<file path="src/rtl/spwtcr_flow_credit.sv">
// SpaceWire flow-control credit manager: RX/TX credit, FCT request handshake.
// Optional status ports enabled with `define SPWTCR_CREDIT_STATUS_EN.
module spwtcr_flow_credit #(
  parameter int CREDIT_W   = 7,
  parameter int FCT_CHUNK  = 8,
  parameter int MAX_CREDIT = 56,
  parameter int FREE_W     = 8
) (
  input  logic              CLOCK,
  input  logic              RESETn,
  input  logic              linkEnable,
  input  logic              gotNChar,
  input  logic [FREE_W-1:0] fifoFree,
  output logic              sendFctReq,
  input  logic              sendFctAck,
  input  logic              gotFct,
  input  logic              sentNChar,
  output logic              txCreditAvail,
  output logic              creditErrRx,
  output logic              creditErrTx
`ifdef SPWTCR_CREDIT_STATUS_EN
  ,
  output logic [CREDIT_W-1:0] rxCreditCnt,
  output logic [CREDIT_W-1:0] txCreditCnt,
  output logic [3:0]          errCause
`endif
);

  localparam int WW = ((CREDIT_W > FREE_W) ? CREDIT_W : FREE_W) + 1;
  localparam logic [WW-1:0] CHUNK = WW'(FCT_CHUNK);
  localparam logic [WW-1:0] MAXC  = WW'(MAX_CREDIT);
  localparam logic [CREDIT_W-1:0] MAXC_CW = CREDIT_W'(MAX_CREDIT);

  localparam logic [1:0] S_WAIT = 2'd0;
  localparam logic [1:0] S_REQ  = 2'd1;
  localparam logic [1:0] S_ACK  = 2'd2;

  if (MAX_CREDIT >= (1 << CREDIT_W) || FCT_CHUNK > MAX_CREDIT) begin : g_param_chk
    $error("spwtcr_flow_credit: illegal MAX_CREDIT/FCT_CHUNK");
  end

  logic [1:0]          r_state;
  logic                r_en_dly;
  logic [CREDIT_W-1:0] r_rx;
  logic [CREDIT_W-1:0] r_tx;
  logic                r_err_rx;
  logic                r_err_tx;
  logic                r_tx_avail;

  logic                w_fall;
  logic [WW-1:0]       w_rx_w;
  logic [WW-1:0]       w_tx_w;
  logic [WW-1:0]       w_free;
  logic [WW-1:0]       w_rx_need;
  logic                w_req_ok;
  logic [1:0]          w_state_nx;

  logic [WW-1:0]       w_rx_add;
  logic                w_rx_un;
  logic                w_rx_dec;
  logic [WW-1:0]       w_rx_sum;
  logic                w_rx_ov;
  logic [CREDIT_W-1:0] w_rx_nx;

  logic                w_tx_un;
  logic                w_tx_dec;
  logic [WW-1:0]       w_tx_base;
  logic [WW-1:0]       w_tx_sum;
  logic                w_tx_ov;
  logic [WW-1:0]       w_tx_nx_w;

  assign w_fall    = r_en_dly & ~linkEnable;
  assign w_rx_w    = WW'(r_rx);
  assign w_tx_w    = WW'(r_tx);
  assign w_free    = WW'(fifoFree);
  assign w_rx_need = w_rx_w + CHUNK;

  // Grant only when the FIFO can really absorb all outstanding credit.
  assign w_req_ok = linkEnable & (w_rx_need <= MAXC)
                  & (w_free >= w_rx_need) & ~sendFctAck;

  always_comb begin
    w_state_nx = r_state;
    case (r_state)
      S_WAIT:  if (w_req_ok) w_state_nx = S_REQ;
      S_REQ:   if (sendFctAck) w_state_nx = S_ACK;
      S_ACK:   w_state_nx = S_WAIT;
      default: w_state_nx = S_WAIT;
    endcase
    if (!linkEnable) w_state_nx = S_WAIT;
  end

  assign w_rx_add = (r_state == S_ACK) ? CHUNK : '0;
  assign w_rx_un  = gotNChar & (r_rx == '0);
  assign w_rx_dec = gotNChar & ~w_rx_un;
  assign w_rx_sum = w_rx_w + w_rx_add - WW'(w_rx_dec);
  assign w_rx_ov  = w_rx_sum > MAXC;
  assign w_rx_nx  = w_rx_ov ? MAXC_CW : w_rx_sum[CREDIT_W-1:0];

  // Decrement first so a same-cycle FCT is judged against the reduced credit.
  assign w_tx_un   = sentNChar & (r_tx == '0);
  assign w_tx_dec  = sentNChar & ~w_tx_un;
  assign w_tx_base = w_tx_w - WW'(w_tx_dec);
  assign w_tx_sum  = w_tx_base + CHUNK;
  assign w_tx_ov   = gotFct & (w_tx_sum > MAXC);
  assign w_tx_nx_w = (gotFct & ~w_tx_ov) ? w_tx_sum : w_tx_base;

  always_ff @(posedge CLOCK) begin
    if (!RESETn) begin
      r_state    <= S_WAIT;
      r_en_dly   <= 1'b0;
      r_rx       <= '0;
      r_tx       <= '0;
      r_err_rx   <= 1'b0;
      r_err_tx   <= 1'b0;
      r_tx_avail <= 1'b0;
    end else begin
      r_en_dly <= linkEnable;
      if (w_fall) begin
        r_state    <= S_WAIT;
        r_rx       <= '0;
        r_tx       <= '0;
        r_err_rx   <= 1'b0;
        r_err_tx   <= 1'b0;
        r_tx_avail <= 1'b0;
      end else begin
        r_state    <= w_state_nx;
        r_rx       <= w_rx_nx;
        r_tx       <= w_tx_nx_w[CREDIT_W-1:0];
        r_err_rx   <= w_rx_un | w_rx_ov;
        r_err_tx   <= w_tx_un | w_tx_ov;
        r_tx_avail <= (w_tx_nx_w != '0);
      end
    end
  end

  assign sendFctReq    = (r_state == S_REQ);
  assign txCreditAvail = r_tx_avail;
  assign creditErrRx   = r_err_rx;
  assign creditErrTx   = r_err_tx;

`ifdef SPWTCR_CREDIT_STATUS_EN
  logic [3:0] r_err_cause;

  always_ff @(posedge CLOCK) begin
    if (!RESETn) begin
      r_err_cause <= '0;
    end else if (w_fall) begin
      r_err_cause <= '0;
    end else begin
      r_err_cause <= r_err_cause
                   | {w_tx_ov, w_tx_un, w_rx_ov, w_rx_un};
    end
  end

  assign rxCreditCnt = r_rx;
  assign txCreditCnt = r_tx;
  assign errCause    = r_err_cause;
`endif

endmodule

</file>
<file path="config.mk">
export PLATFORM = sky130hd
export DESIGN_NAME = spwtcr_flow_credit
export DESIGN_NICKNAME = d
export VERILOG_FILES = /design/src/rtl/spwtcr_flow_credit.sv
export SDC_FILE = /design/constraint.sdc
export NUM_CORES = 1
export LEC_CHECK = 0
export BUFFER_PORTS_ARGS = -buffer_cell sky130_fd_sc_hd__buf_2
export CAP_MARGIN = 40
export CELL_PAD_IN_SITES_DETAIL_PLACEMENT = 0
export CELL_PAD_IN_SITES_GLOBAL_PLACEMENT = 1
export CORE_ASPECT_RATIO = 1.25
export CORE_MARGIN = 2
export CORE_UTILIZATION = 44
export DETAILED_ROUTE_END_ITERATION = 16
export PLACE_DENSITY = 0.78
export SETUP_SLACK_MARGIN = 0.1
export SLEW_MARGIN = 25
export SYNTH_ARGS = -nofsm -noshare
export SYNTH_HDL_FRONTEND = slang
export SYNTH_SLANG_ARGS = --single-unit
</file>
<file path="constraint.sdc">
create_clock -name CLOCK -period 4.38 [get_ports CLOCK]
set_input_delay 0.438 -clock CLOCK [delete_from_list [all_inputs] [get_ports CLOCK]]
set_output_delay 0.438 -clock CLOCK [all_outputs]
set_load 0.05 [all_outputs]
</file>
# ---- Word level (Yosys, flattened, before mapping)
# Cells that the tools add are included.
dict set report word_totals {
  elab_cells 53
  in_bits 15
  reg_bits 20
  output_inout_bits 4
}
dict set report op_classes {
  magnitude_cmp 4
  n_eq_ne 4
  n_mux 6
  addsub 5
  n_reduce_logical 8
  n_bitwise 18
}
# op n
set op_table {}
lappend op_table {{$gt 9x6->1 const B} 2}
lappend op_table {{$logic_not 7->1} 2}
lappend op_table {{$and 1x1->1} 10}
lappend op_table {{$add 8x5->9 const B} 1}
lappend op_table {{$mux 9} 1}
lappend op_table {{$reduce_bool 9->1} 1}
lappend op_table {{$sub 8x1->9} 1}
lappend op_table {{$add 7x4->8} 1}
lappend op_table {{$add 7x4->8 const B} 1}
lappend op_table {{$ge 8x8->1} 1}
lappend op_table {{$le 8x6->1 const B} 1}
lappend op_table {{$sub 7x1->8} 1}
lappend op_table {{$mux 6} 1}
lappend op_table {{$not 1->1} 6}
lappend op_table {{$reduce_or 3->1} 2}
lappend op_table {{$mux 2} 2}
lappend op_table {{$mux 4} 1}
lappend op_table {{$pmux 2 s2} 1}
lappend op_table {{$eq 2x1->1 const B} 1}
lappend op_table {{$eq 2x2->1 const B} 1}
lappend op_table {{$logic_not 2->1} 1}
lappend op_table {{$ne 2x1->1 const B} 1}
lappend op_table {{$ne 2x2->1 const B} 1}
lappend op_table {{$or 1x1->1} 2}
lappend op_table {{other kinds (2)} 2}

# ---- Longest topological paths before layout
dict set report depth {
  depth_word 12
  depth_mapped 17
  ltp_nobuf 16
}

# ---- Worst setup path before layout
# OpenSTA, ideal clock, no wires.
dict set report synth_path {
  kind {register to register}
  start {register r_tx[2]}
  end {register r_tx_avail, in the netlist txCreditAvail}
  path_slack_ns 1.124
  path_stages_with_launch 16
  arrival_ns 3.135
  required_time_ns 4.259
  setup_ns 0.121
  period_less_slack_ns 3.256
  n_path_buf 0
  path_cell_list {dfxtp_1 nor3_2 nand2_1 nor3_1 nor2b_1 ha_1 ha_1 nand2_1 xor2_1 inv_1 ha_1 inv_1 xnor3_1 a221oi_4 nand2_2 mux2_4}
}
dict set report synth_between {
  elab_chain_cells 12
}
# element line_no
set synth_rtl {}
lappend synth_rtl {{start, declared} 45} ;# logic [CREDIT_W-1:0] r_tx;
lappend synth_rtl {{start signal, assigned} 129} ;# r_tx <= w_tx_nx_w[CREDIT_W-1:0];
lappend synth_rtl {{$logic_not 7->1} 101} ;# assign w_tx_un = sentNChar & (r_tx == '0);
lappend synth_rtl {{$and 1x1->1} 101}
lappend synth_rtl {{$not 1->1} 102} ;# assign w_tx_dec = sentNChar & ~w_tx_un;
lappend synth_rtl {{$and 1x1->1} 102}
lappend synth_rtl {{$sub 7x1->8 *} 103} ;# assign w_tx_base = w_tx_w - WW'(w_tx_dec);
lappend synth_rtl {{$add 8x5->9} 104} ;# assign w_tx_sum = w_tx_base + CHUNK;
lappend synth_rtl {{$gt 9x6->1} 105} ;# assign w_tx_ov = gotFct & (w_tx_sum > MAXC);
lappend synth_rtl {{$and 1x1->1} 105}
lappend synth_rtl {{$not 1->1} 106} ;# assign w_tx_nx_w = (gotFct & ~w_tx_ov) ? w_tx_sum : w_tx_base;
lappend synth_rtl {{$and 1x1->1} 106}
lappend synth_rtl {{$mux 9 *} 106}
lappend synth_rtl {{$reduce_bool 9->1 *} 132} ;# r_tx_avail <= (w_tx_nx_w != '0);
lappend synth_rtl {{end signal, assigned} 132}
lappend synth_rtl {{end, declared} 48} ;# logic r_tx_avail;
# Every way passes the cells marked *; elsewhere a longest branch is shown, timed or not.
# A chain may end at the register's enable or synchronous reset.

# ---- Final worst setup path
dict set report layout_path {
  start {register r_tx[3]}
  end {register r_tx_avail, in the netlist txCreditAvail}
}
# Same word-level chain as after synthesis.

==> impl_metrics.csv <==
group,metric,value,unit
status,status,"finished, final reports clean",
clocking,ctsHoldBuffers,0,
sta,drv_slew,0,
power_and_ir_drop,irDropWorstVdd,428,uV
synthesis,synth-xor-area-share,7.13,%
clocking,numCtsBuffers,3,
synthesis,synthTopCellsByArea,"dfxtp_1, ha_1, inv_1",
setup_path,endpoint_kind,"flop",
clocking,clk_path_buf_depth,2,
synthesis,yosysWarnings,0,
final_layout,num-nets-final,247,
final_layout,drive_above_1_share,17.6,%
final_layout,num_antenna_cells,0,
synthesis,muxShareOfSynthArea,0.910,%
sta,whs,422,ps
grt,gr-total-overflow,0,
synthesis,netlist.area_leader.share,24.3,%
setup_path,slowest_stage,"a221oi_4",
clocking,cts-resized-gates,0,
setup_path,r2r_setup_slack,710,ps
drt,drtAntennaViolNets,0,
clocking,root_buffer,"clkbuf_8",
floorplan,dieArea,4260,um2
floorplan,core-area,3540,um2
setup_path,critPathArrivalTime,3820,ps
synthesis,yosysMostFrequentCell,"ha_1",
place,gp_congestion,0.852,
sta,slew_headroom,52.8,%
sta,hold_viol,0,
synthesis,synth_top_family_by_area,"adder cells",
setup_path,cp_max_fo,8,
synthesis,synth_compound_area_share,20.6,%
grt,grt_max_degree,18,
grt,first_global_vias,1377,
power_and_ir_drop,p_per_area,689,nW/um2
power_and_ir_drop,cellLeakagePower,0.855,nW
final_layout,final_core_util,51.8,%
synthesis,syn-num-nets,225,
clocking,clkLatencyLatePin,250,ps
place,placed_cells,239,
drt,drt_iter0_markers,82,
job,max_cap_viol_count,0,
grt,groute.usage.overall,17.9,%
drt,wirelength,3400,um
clocking,htreeDepth,1,
drt,drt_pass1_iterations,4,
setup_path,critPathLaunchType,"flop",
clocking,cts.sinks,20,
setup_path,crit_type,"flop to flop",
synthesis,synthAdderAreaFrac,20.9,%
clocking,postCtsSetupBuffers,0,
floorplan,initial_core_util,46.5,%
final_layout,fin_cells,243,
sta,tightest_slew,707,ps
synthesis,avgSynthCellArea,9.01,um2
grt,antenna_found_initial,0,
sta,max_freq,0.272,GHz
floorplan,die_h,72.4,um
drt,wl_per_cell,14.0,um
synthesis,synth_top_area_cell,"dfxtp_1",
sta,period_share,83.9,%
synthesis,synth-seq-cells,20,
drt,drcViolationCount,0,
synthesis,synth_cell_type_count,52,
setup_path,max_stage_delay,460,ps
sta,grt_setup_unrepaired,"no",
floorplan,die_x,58.8,um
setup_path,critical_path_required,4530,ps
synthesis,synthSimpleGateAreaFrac,19.8,%
worst_hold_path,hold_path.class,"input port to flop",
synthesis,synth-edff-count,0,
sta,final.setup.tns,0,ps
drt,via_per_inst,5.62,
synthesis,synth_area,1650,um2
place,io_buffers,18,
setup_path,cp_common_cell,"ha_1",
place,post-dp-hpwl,2830,um
sta,final-setup-viol-count,0,
grt,grt_first_pass_wirelength,5930,um
synthesis,ys_seq_area_share,24.3,%
floorplan,top_level_ports,19,
synthesis,synth-main-ff-cell,"dfxtp_1",
floorplan,rows,24,
final_layout,syn2layout_area_growth,11.3,%
synthesis,ys_async_sr_fraction,0,%
setup_path,path_cells,"nor3_2 > nand2_1 > nor3_1 > nor2b_1 > ha_1 > ha_1 > nand2_1 > xor2_1 > inv_1 > ha_1 > inv_1 > xnor3_1 > a221oi_4 > nand2_2 > mux2_4",
synthesis,synthTopCellsByCount,"ha_1, inv_1, dfxtp_1",
sta,finalCriticalPeriod,3670,ps
drt,vias,1366,
sta,skew,3.87,ps
clocking,cts_tree,"built",
clocking,clkTransAtPathRegs,70,ps
synthesis,syn_inst,183,
[critical path: cells and delay by family (launching register included)]
kind / cells / cell delay (ps)
flops: 1 / 390
simple gates: 6 / 850
buf+inv: 2 / 210
fa+ha+maj: 3 / 730
mux: 1 / 300
xor+xnor: 2 / 610
compound gates: 1 / 460
[stage by stage]
| stage | power, mW | worst slack (ps) | cell area, um2 |
|---|---|---|---|
| after global routing | 1.39 | 415 | 1840 |
| after CTS | 1.27 | 706 | 1840 |
| after global placement | 1.09 | 880 | 1780 |
| after floorplan | 0.966 | 1120 | 1650 |
| final | 1.26 | 706 | 1840 |
| after detailed placement | 1.13 | 725 | 1780 |
[area by class of cell]
type | instances | area, um2
well taps | 39 | 48.8
repair buffers | 19 | 97.6
clock buffers | 4 | 55.1
multi-input cells | 138 | 1150
flip-flops and latches | 20 | 400
fillers | 351 | 1710
inverters | 23 | 86.3
[report_power, final]
part           internal [mW]  switching (mW)  total [mW]
Sequential             0.232          0.0600       0.292
Clock                 0.0799          0.0584       0.138
Combinational          0.354           0.480       0.834
Total                  0.666           0.598        1.26
[per-layer routing]
metal | global-route usage, % | up-vias | share of wire [%]
li1 | - | 695 | -
met1 | 20.4 | 654 | 41
met3 | 1.60 | 4 | 1.6
met4 | 7.58 | 0 | 1.5
met5 | 0 | - | 0
met2 | 33.1 | 13 | 56
[sequential cells by signal, summed over array words and instances (netlist names)]
register	flops
r_en_dly	1
creditErrRx	1
r_tx	7
r_state	2
creditErrTx	1
txCreditAvail	1
r_rx	7
[logic make-up (layout without fill, tap and decap cells)]
| family | count (synthesis) | in the layout |
|---|---|---|
| and+or+nand+nor | 57 | 57 |
| AOI/OAI and AO/OA | 41 | 41 |
| adders and majority gates | 27 | 27 |
| buffers and inverters | 25 | 46 |
| DFF | 20 | 20 |
| xor gates and xnor gates | 11 | 11 |
| other | 1 | 1 |
| muxes | 1 | 1 |
[final timing paths]
path	from	endpoint	cells past startpoint
setup / recovery	r_tx[3]	txCreditAvail	15
hold / removal	linkEnable	r_en_dly	3
setup reg to reg	r_tx[3]	txCreditAvail	15
hold reg to reg	r_state[0]	r_state[0]	1
[placed cells by master (no fill, tap or decap), types with 6 or more instances in the layout]
cell / instances
nand2_1: 8
buf_2: 18
ha_1: 26
nor3_1: 6
dfxtp_1: 20
a21oi_1: 9
inv_1: 22
xnor2_1: 6
nor2_1: 11
No activity file was read; power rests on OpenSTA's default activity.
